### config.mk
export PLATFORM = sky130hd
export DESIGN_NAME = mem_request_sequencer
export DESIGN_NICKNAME = d
export VERILOG_FILES = /design/src/rtl/mem_request_sequencer_pkg.sv /design/src/rtl/sync_fifo.sv /design/src/rtl/mem_request_sequencer.sv
export SDC_FILE = /design/constraint.sdc
export NUM_CORES = 1
export LEC_CHECK = 0
export CAP_MARGIN = 20
export CORE_MARGIN = 5
export CORE_UTILIZATION = 40
export DETAILED_ROUTE_END_ITERATION = 10
export GPL_TIMING_DRIVEN = 0
export PLACE_DENSITY = 0.63
export SYNTH_ARGS = -nofsm -noshare
export SYNTH_HDL_FRONTEND = slang
export SYNTH_SLANG_ARGS = --single-unit
### constraint.sdc
create_clock -name clk_mem -period 5.45 [get_ports clk_mem]
set_clock_uncertainty 0.15 [all_clocks]
set_input_delay 1.635 -clock clk_mem [delete_from_list [all_inputs] [get_ports clk_mem]]
set_output_delay 1.635 -clock clk_mem [all_outputs]
set_load 0.02 [all_outputs]
### src/rtl/mem_request_sequencer_pkg.sv
`default_nettype none
// ============================================================================
// mem_request_sequencer_pkg : FSM encoding and default widths
// Rev 1.0
// ============================================================================
package mem_request_sequencer_pkg;

  localparam int DEFAULT_DATA_W     = 8;
  localparam int DEFAULT_ADDR_W     = 8;
  localparam int DEFAULT_FIFO_DEPTH = 4;

  typedef enum logic [1:0] {
    ST_IDLE      = 2'd0,
    ST_WRITE     = 2'd1,
    ST_READ      = 2'd2,
    ST_READ_WAIT = 2'd3
  } state_e;

endpackage
`default_nettype wire

### src/rtl/sync_fifo.sv
`default_nettype none
// ============================================================================
// sync_fifo : power-of-two write buffer, head visible combinationally
// Rev 1.0
// ============================================================================
module sync_fifo #(
  parameter  int DATA_W = 8,
  parameter  int DEPTH  = 4,
  localparam int PTR_W  = $clog2(DEPTH),
  localparam int CNT_W  = PTR_W + 1
) (
  input  logic              clk,
  input  logic              rst_n,
  input  logic              push,
  input  logic [DATA_W-1:0] push_data,
  input  logic              pop,
  output logic [DATA_W-1:0] head,
  output logic              full,
  output logic              empty,
  output logic [CNT_W-1:0]  count
);

  logic [DATA_W-1:0] mem_q [DEPTH];
  logic [DATA_W-1:0] mem_d [DEPTH];
  logic [PTR_W-1:0]  wr_idx_q, wr_idx_d;
  logic [PTR_W-1:0]  rd_idx_q, rd_idx_d;
  logic [CNT_W-1:0]  count_q, count_d;

  // Indices wrap naturally because DEPTH is a power of two.
  always_comb begin
    mem_d    = mem_q;
    wr_idx_d = wr_idx_q;
    rd_idx_d = rd_idx_q;
    count_d  = count_q;
    if (push) begin
      mem_d[wr_idx_q] = push_data;
      wr_idx_d        = wr_idx_q + 1'b1;
    end
    if (pop) begin
      rd_idx_d = rd_idx_q + 1'b1;
    end
    case ({push, pop})
      2'b10:   count_d = count_q + 1'b1;
      2'b01:   count_d = count_q - 1'b1;
      default: count_d = count_q;
    endcase
  end

  always_ff @(posedge clk or negedge rst_n) begin
    if (!rst_n) begin
      mem_q    <= '{default: '0};
      wr_idx_q <= '0;
      rd_idx_q <= '0;
      count_q  <= '0;
    end else begin
      mem_q    <= mem_d;
      wr_idx_q <= wr_idx_d;
      rd_idx_q <= rd_idx_d;
      count_q  <= count_d;
    end
  end

  assign head  = mem_q[rd_idx_q];
  assign full  = (count_q == CNT_W'(DEPTH));
  assign empty = (count_q == '0);
  assign count = count_q;

endmodule
`default_nettype wire

### src/rtl/mem_request_sequencer.sv
`default_nettype none
// ============================================================================
// mem_request_sequencer : arbitrates buffered writes and single reads onto
//                         one memory-controller port
// Rev 1.0
// ============================================================================
module mem_request_sequencer
  import mem_request_sequencer_pkg::*;
#(
  parameter int DATA_W     = DEFAULT_DATA_W,
  parameter int ADDR_W     = DEFAULT_ADDR_W,
  parameter int FIFO_DEPTH = DEFAULT_FIFO_DEPTH
) (
  input  logic              clk_mem,
  input  logic              reset,
  input  logic              wr_valid,
  input  logic [DATA_W-1:0] wr_data,
  output logic              wr_ready,
  input  logic              rd_req,
  input  logic [ADDR_W-1:0] rd_addr,
  output logic              rd_ready,
  output logic              rd_valid,
  output logic [DATA_W-1:0] rd_data,
  output logic              mem_w_en,
  output logic [ADDR_W-1:0] mem_addr,
  output logic [DATA_W-1:0] mem_wdata,
  input  logic [DATA_W-1:0] mem_rdata,
  output logic              empty,
  output logic              full,
  output logic [ADDR_W-1:0] wr_ptr
);

  localparam int CNT_W = $clog2(FIFO_DEPTH) + 1;

  state_e            state_q, state_d;
  logic [ADDR_W-1:0] rd_addr_q, rd_addr_d;
  logic [ADDR_W-1:0] wr_ptr_q, wr_ptr_d;
  logic [DATA_W-1:0] rd_data_q, rd_data_d;
  logic [DATA_W-1:0] fifo_head;
  logic              fifo_push;
  logic              fifo_pop;
  logic [CNT_W-1:0]  fifo_count;

  // Gating with reset keeps wr_ready low while the block is held in reset.
  assign wr_ready  = reset & ~full;
  assign fifo_push = wr_valid & wr_ready;

  sync_fifo #(
    .DATA_W (DATA_W),
    .DEPTH  (FIFO_DEPTH)
  ) u_fifo (
    .clk       (clk_mem),
    .rst_n     (reset),
    .push      (fifo_push),
    .push_data (wr_data),
    .pop       (fifo_pop),
    .head      (fifo_head),
    .full      (full),
    .empty     (empty),
    .count     (fifo_count)
  );

  always_comb begin
    state_d   = state_q;
    rd_addr_d = rd_addr_q;
    wr_ptr_d  = wr_ptr_q;
    rd_data_d = rd_data_q;
    rd_ready  = 1'b0;
    rd_valid  = 1'b0;
    mem_w_en  = 1'b0;
    mem_addr  = '0;
    mem_wdata = '0;
    fifo_pop  = 1'b0;
    case (state_q)
      ST_IDLE: begin
        // A full buffer wins over a read; otherwise reads cut in between writes.
        if (full) begin
          state_d = ST_WRITE;
        end else if (rd_req && reset) begin
          state_d   = ST_READ;
          rd_addr_d = rd_addr;
          rd_ready  = 1'b1;
        end else if (!empty) begin
          state_d = ST_WRITE;
        end
      end
      ST_WRITE: begin
        mem_w_en  = 1'b1;
        mem_addr  = wr_ptr_q;
        mem_wdata = fifo_head;
        fifo_pop  = 1'b1;
        wr_ptr_d  = wr_ptr_q + 1'b1;
        state_d   = ST_IDLE;
      end
      ST_READ: begin
        mem_addr = rd_addr_q;
        state_d  = ST_READ_WAIT;
      end
      ST_READ_WAIT: begin
        rd_data_d = mem_rdata;
        rd_valid  = 1'b1;
        state_d   = ST_IDLE;
      end
      default: state_d = ST_IDLE;
    endcase
  end

  always_ff @(posedge clk_mem or negedge reset) begin
    if (!reset) begin
      state_q   <= ST_IDLE;
      rd_addr_q <= '0;
      wr_ptr_q  <= '0;
      rd_data_q <= '0;
    end else begin
      state_q   <= state_d;
      rd_addr_q <= rd_addr_d;
      wr_ptr_q  <= wr_ptr_d;
      rd_data_q <= rd_data_d;
    end
  end

  // Memory data is live during the valid pulse and held afterwards.
  assign rd_data = rd_valid ? mem_rdata : rd_data_q;
  assign wr_ptr  = wr_ptr_q;

  a_fifo_sane: assert property (@(posedge clk_mem) disable iff (!reset)
    (fifo_count <= CNT_W'(FIFO_DEPTH)) && !(fifo_push && full));

endmodule
`default_nettype wire

==> results.toml, run 1 <==
[synth]
synth_xor_area_frac = 0.0366
netlist_area_mm2 = 0.00311
synth_edf_count = 0
synth_nets = 257
syn_area_per_cell_um2 = 14.3
ys_warn_count = 0
yosys.area_share.simple = 0.0854
ys.flop_type = "dfrtp_1"
yosysSeqAreaShare = 0.524
synth_compound_area_frac = 0.0250
synth_adder_area_share = 0.0467
ys_seq_elements = 65
syn_inst = 218
async_flop_share = 1.00
ys_types = 28
synth_top_family_by_area = "multiplexers"
muxShareOfSynthArea = 0.251

[drt]
ant_nets = 0
wl_per_cell_um = 15.7
drt-pass1-iter-count = 4
vias = 1948
drt-total-wl_um = 6280
drtIter0Drc = 47
top_layer = "met4"
routed_via_density = 4.88
drcViolationCount = 0
met1_length_um = 2960
wl_met2_um = 2890
wl_met3_um = 401

[global_routing]
grt_pass1_vias = 2031
antenna_found_initial = 0
grt_max_degree = 67
grt_usage = 0.137
grt_pass1_wl_um = 10400
grt.overflow.total = 0

[hold_path]
worstHoldStart = "rd_data_q[6]"
whs_endpoint = "rd_data_q[6]"
hp-class = "register to register"
holdPathStages = 1

[power_and_ir_drop]
power_mw = 2.53
seqPwrFrac = 0.343
power.leakage_nw = 1.74
comb_power_share = 0.498
p_per_area_mw_per_mm2 = 621
pwr-share-clk = 0.159
ir_worst_vdd_uv = 246
swShare = 0.348
power.switching_mw = 0.881
p_int_mw = 1.65

[floorplanning]
pin_count = 66
die_area_mm2 = 0.00963
initial_utilization = 0.406
rows = 32
die_x_um = 98.1
die_y_um = 98.1
coreArea_mm2 = 0.00765

[setup_path]
r2r_slack_ps = 2960
arrival_ps = 3470
crit_path_start_kind = "input pin"
cp-end-kind = "primary output"
r2r_start = "u_fifo.count[0]"
r2r_cells = 10
critical_path_class = "input pin to primary output"
r2r_end = "u_fifo.count[2]"
cp.required_ps = 3670
cp_max_fo = 66

[clocking]
cts_root_buffer = "clkbuf_8"
cts_resized = 1
cts_tree = "built"
clk_latency_ps = 320
cts-htree-levels = 3
clkSinkCount = 65
post_cts_hold_buffer_count = 0
clockBufferDepth = 2
clk_pin_slew_ps = 70
cts_setup_buffers = 0
cts_buffers = 9

[timing]
tightest_slew_ps = 602
finalSetupViolations = 0
timing.final.crit_share = 0.964
rsz0062_at_grt = "false"
slew_viol_final = 0
finalHoldWorstSlack_ps = 347
finalHoldViolations = 0
max_slew_margin = 0.599
max_freq_ghz = 0.190
layout_min_cycle_time_ps = 5250

[finish]
drive_gt1_frac = 0.283
areaGrowthSynthToFinish_pct = 31.1
instances_no_fill = 399
fin_nets = 332
antenna_cells = 0
layout_common_cells = "65 x dfrtp_1, 63 x clkdlybuf4s50_1, 43 x mux2_2"
final_common_cell = "dfrtp_1"

[placement]
io_buffers = 64
globalplace.congestion = 0.741
dp_cells = 384
dpl.hpwl_um = 4380

[flow_run]
drv_cap = 0

[run_status]
outcome = "finished, final reports clean"
[power groups by stage]
stage / clock [mW] / sequential [mW] / combinational [mW]
6_report: 0.402 / 0.867 / 1.26
5_1_grt: 0.437 / 0.901 / 1.37
4_1_cts: 0.416 / 0.867 / 1.28
3_5_place_dp: 0 / 0.877 / 1.28
3_3_place_gp: 0 / 0.867 / 1.26
2_1_floorplan: 0 / 0.860 / 0.832
[worst max-delay path by stage]
| stage | startpoint | to | cells past startpoint |
|---|---|---|---|
| finish | reset | rd_ready | 6 |
| detailed placement | reset | rd_ready | 6 |
| floorplan | reset | rd_ready | 4 |
| global placement | reset | rd_ready | 6 |
| global route | reset | rd_ready | 6 |
| CTS | reset | rd_ready | 6 |
[cell type report]
| type | count | area (um2) |
|---|---|---|
| clock buffer | 12 | 155 |
| buffer | 10 | 61.3 |
| inverter | 10 | 37.5 |
| fill | 665 | 3580 |
| timing repair buffer | 64 | 642 |
| clock inverter | 3 | 40.0 |
| multi-input combinational | 133 | 1380 |
| tap | 102 | 128 |
| sequential | 65 | 1630 |
[layer usage]
metal	global-route usage	vias up
met5	0	-
met4	0.0410	0
met3	0.0429	4
met2	0.209	53
met1	0.187	972
li1	-	919
[critical path: stages]
cell,delay (ps)
buf_6,460
buf_6,210
nand2_1,110
nor3b_4,220
buf_6,200
clkdlybuf4s50_1,620
[cells in the mapped netlist, drive strengths merged (6+ instances only)]
library cell   n  area share
nand4          7       0.022
inv           10       0.012
nand2          6      0.0072
nor2b          8       0.016
and2           9       0.019
mux2          50        0.19
ha            10       0.040
mux4           8       0.058
dfrtp         65        0.52
xor2           7       0.020
clkbuf         6      0.0072
xnor2          6       0.017
a22oi          8       0.019
[state kept, by name, summed over array words and instances (netlist names)]
register / flops
state_q: 2
wr_ptr: 8
rd_addr_q: 8
u_fifo.count: 3
u_fifo.mem_q: 32
rd_data_q: 8
u_fifo.rd_idx_q: 2
u_fifo.wr_idx_q: 2
[cell families after synthesis]
| group | Yosys count |
|---|---|
| fa+ha+maj | 11 |
| xor+xnor | 13 |
| simple gates | 40 |
| flops | 65 |
| compound gates | 10 |
| mux | 59 |
| buf+inv | 20 |
[stage by stage]
step	TNS, ps	setup WS, ps	utilization	area (um2)
final	0	196	0.532	4070
after global routing	0	44.5	0.532	4070
after CTS	0	140	0.532	4070
after detailed placement	-64.8	-64.8	0.506	3870
after global placement	-14450	-2170	0.507	3870
after floorplan	0	1440	-	3110
(Power assumes the default switching activity.)
==> inputs of run 2 (changes only) <==
--- a/config.mk
+++ b/config.mk
@@ -8,9 +8,11 @@
 export CAP_MARGIN = 20
 export CORE_MARGIN = 5
 export CORE_UTILIZATION = 40
+export CTS_CLUSTER_DIAMETER = 40
 export DETAILED_ROUTE_END_ITERATION = 10
 export GPL_TIMING_DRIVEN = 0
 export PLACE_DENSITY = 0.63
+export SKIP_LAST_GASP = 1
 export SYNTH_ARGS = -nofsm -noshare
 export SYNTH_HDL_FRONTEND = slang
 export SYNTH_SLANG_ARGS = --single-unit
==> results of run 2 <==
Same layout as run 1: the final DEF is identical, and so are final timing and power.
==> inputs of run 3 (changes only) <==
--- a/config.mk
+++ b/config.mk
@@ -9,6 +9,7 @@
 export CORE_MARGIN = 5
 export CORE_UTILIZATION = 40
 export CTS_CLUSTER_DIAMETER = 40
+export CTS_CLUSTER_SIZE = 8
 export DETAILED_ROUTE_END_ITERATION = 10
 export GPL_TIMING_DRIVEN = 0
 export PLACE_DENSITY = 0.63
==> results of run 3 <==
Same layout as run 1: the final DEF is identical, and so are final timing and power.
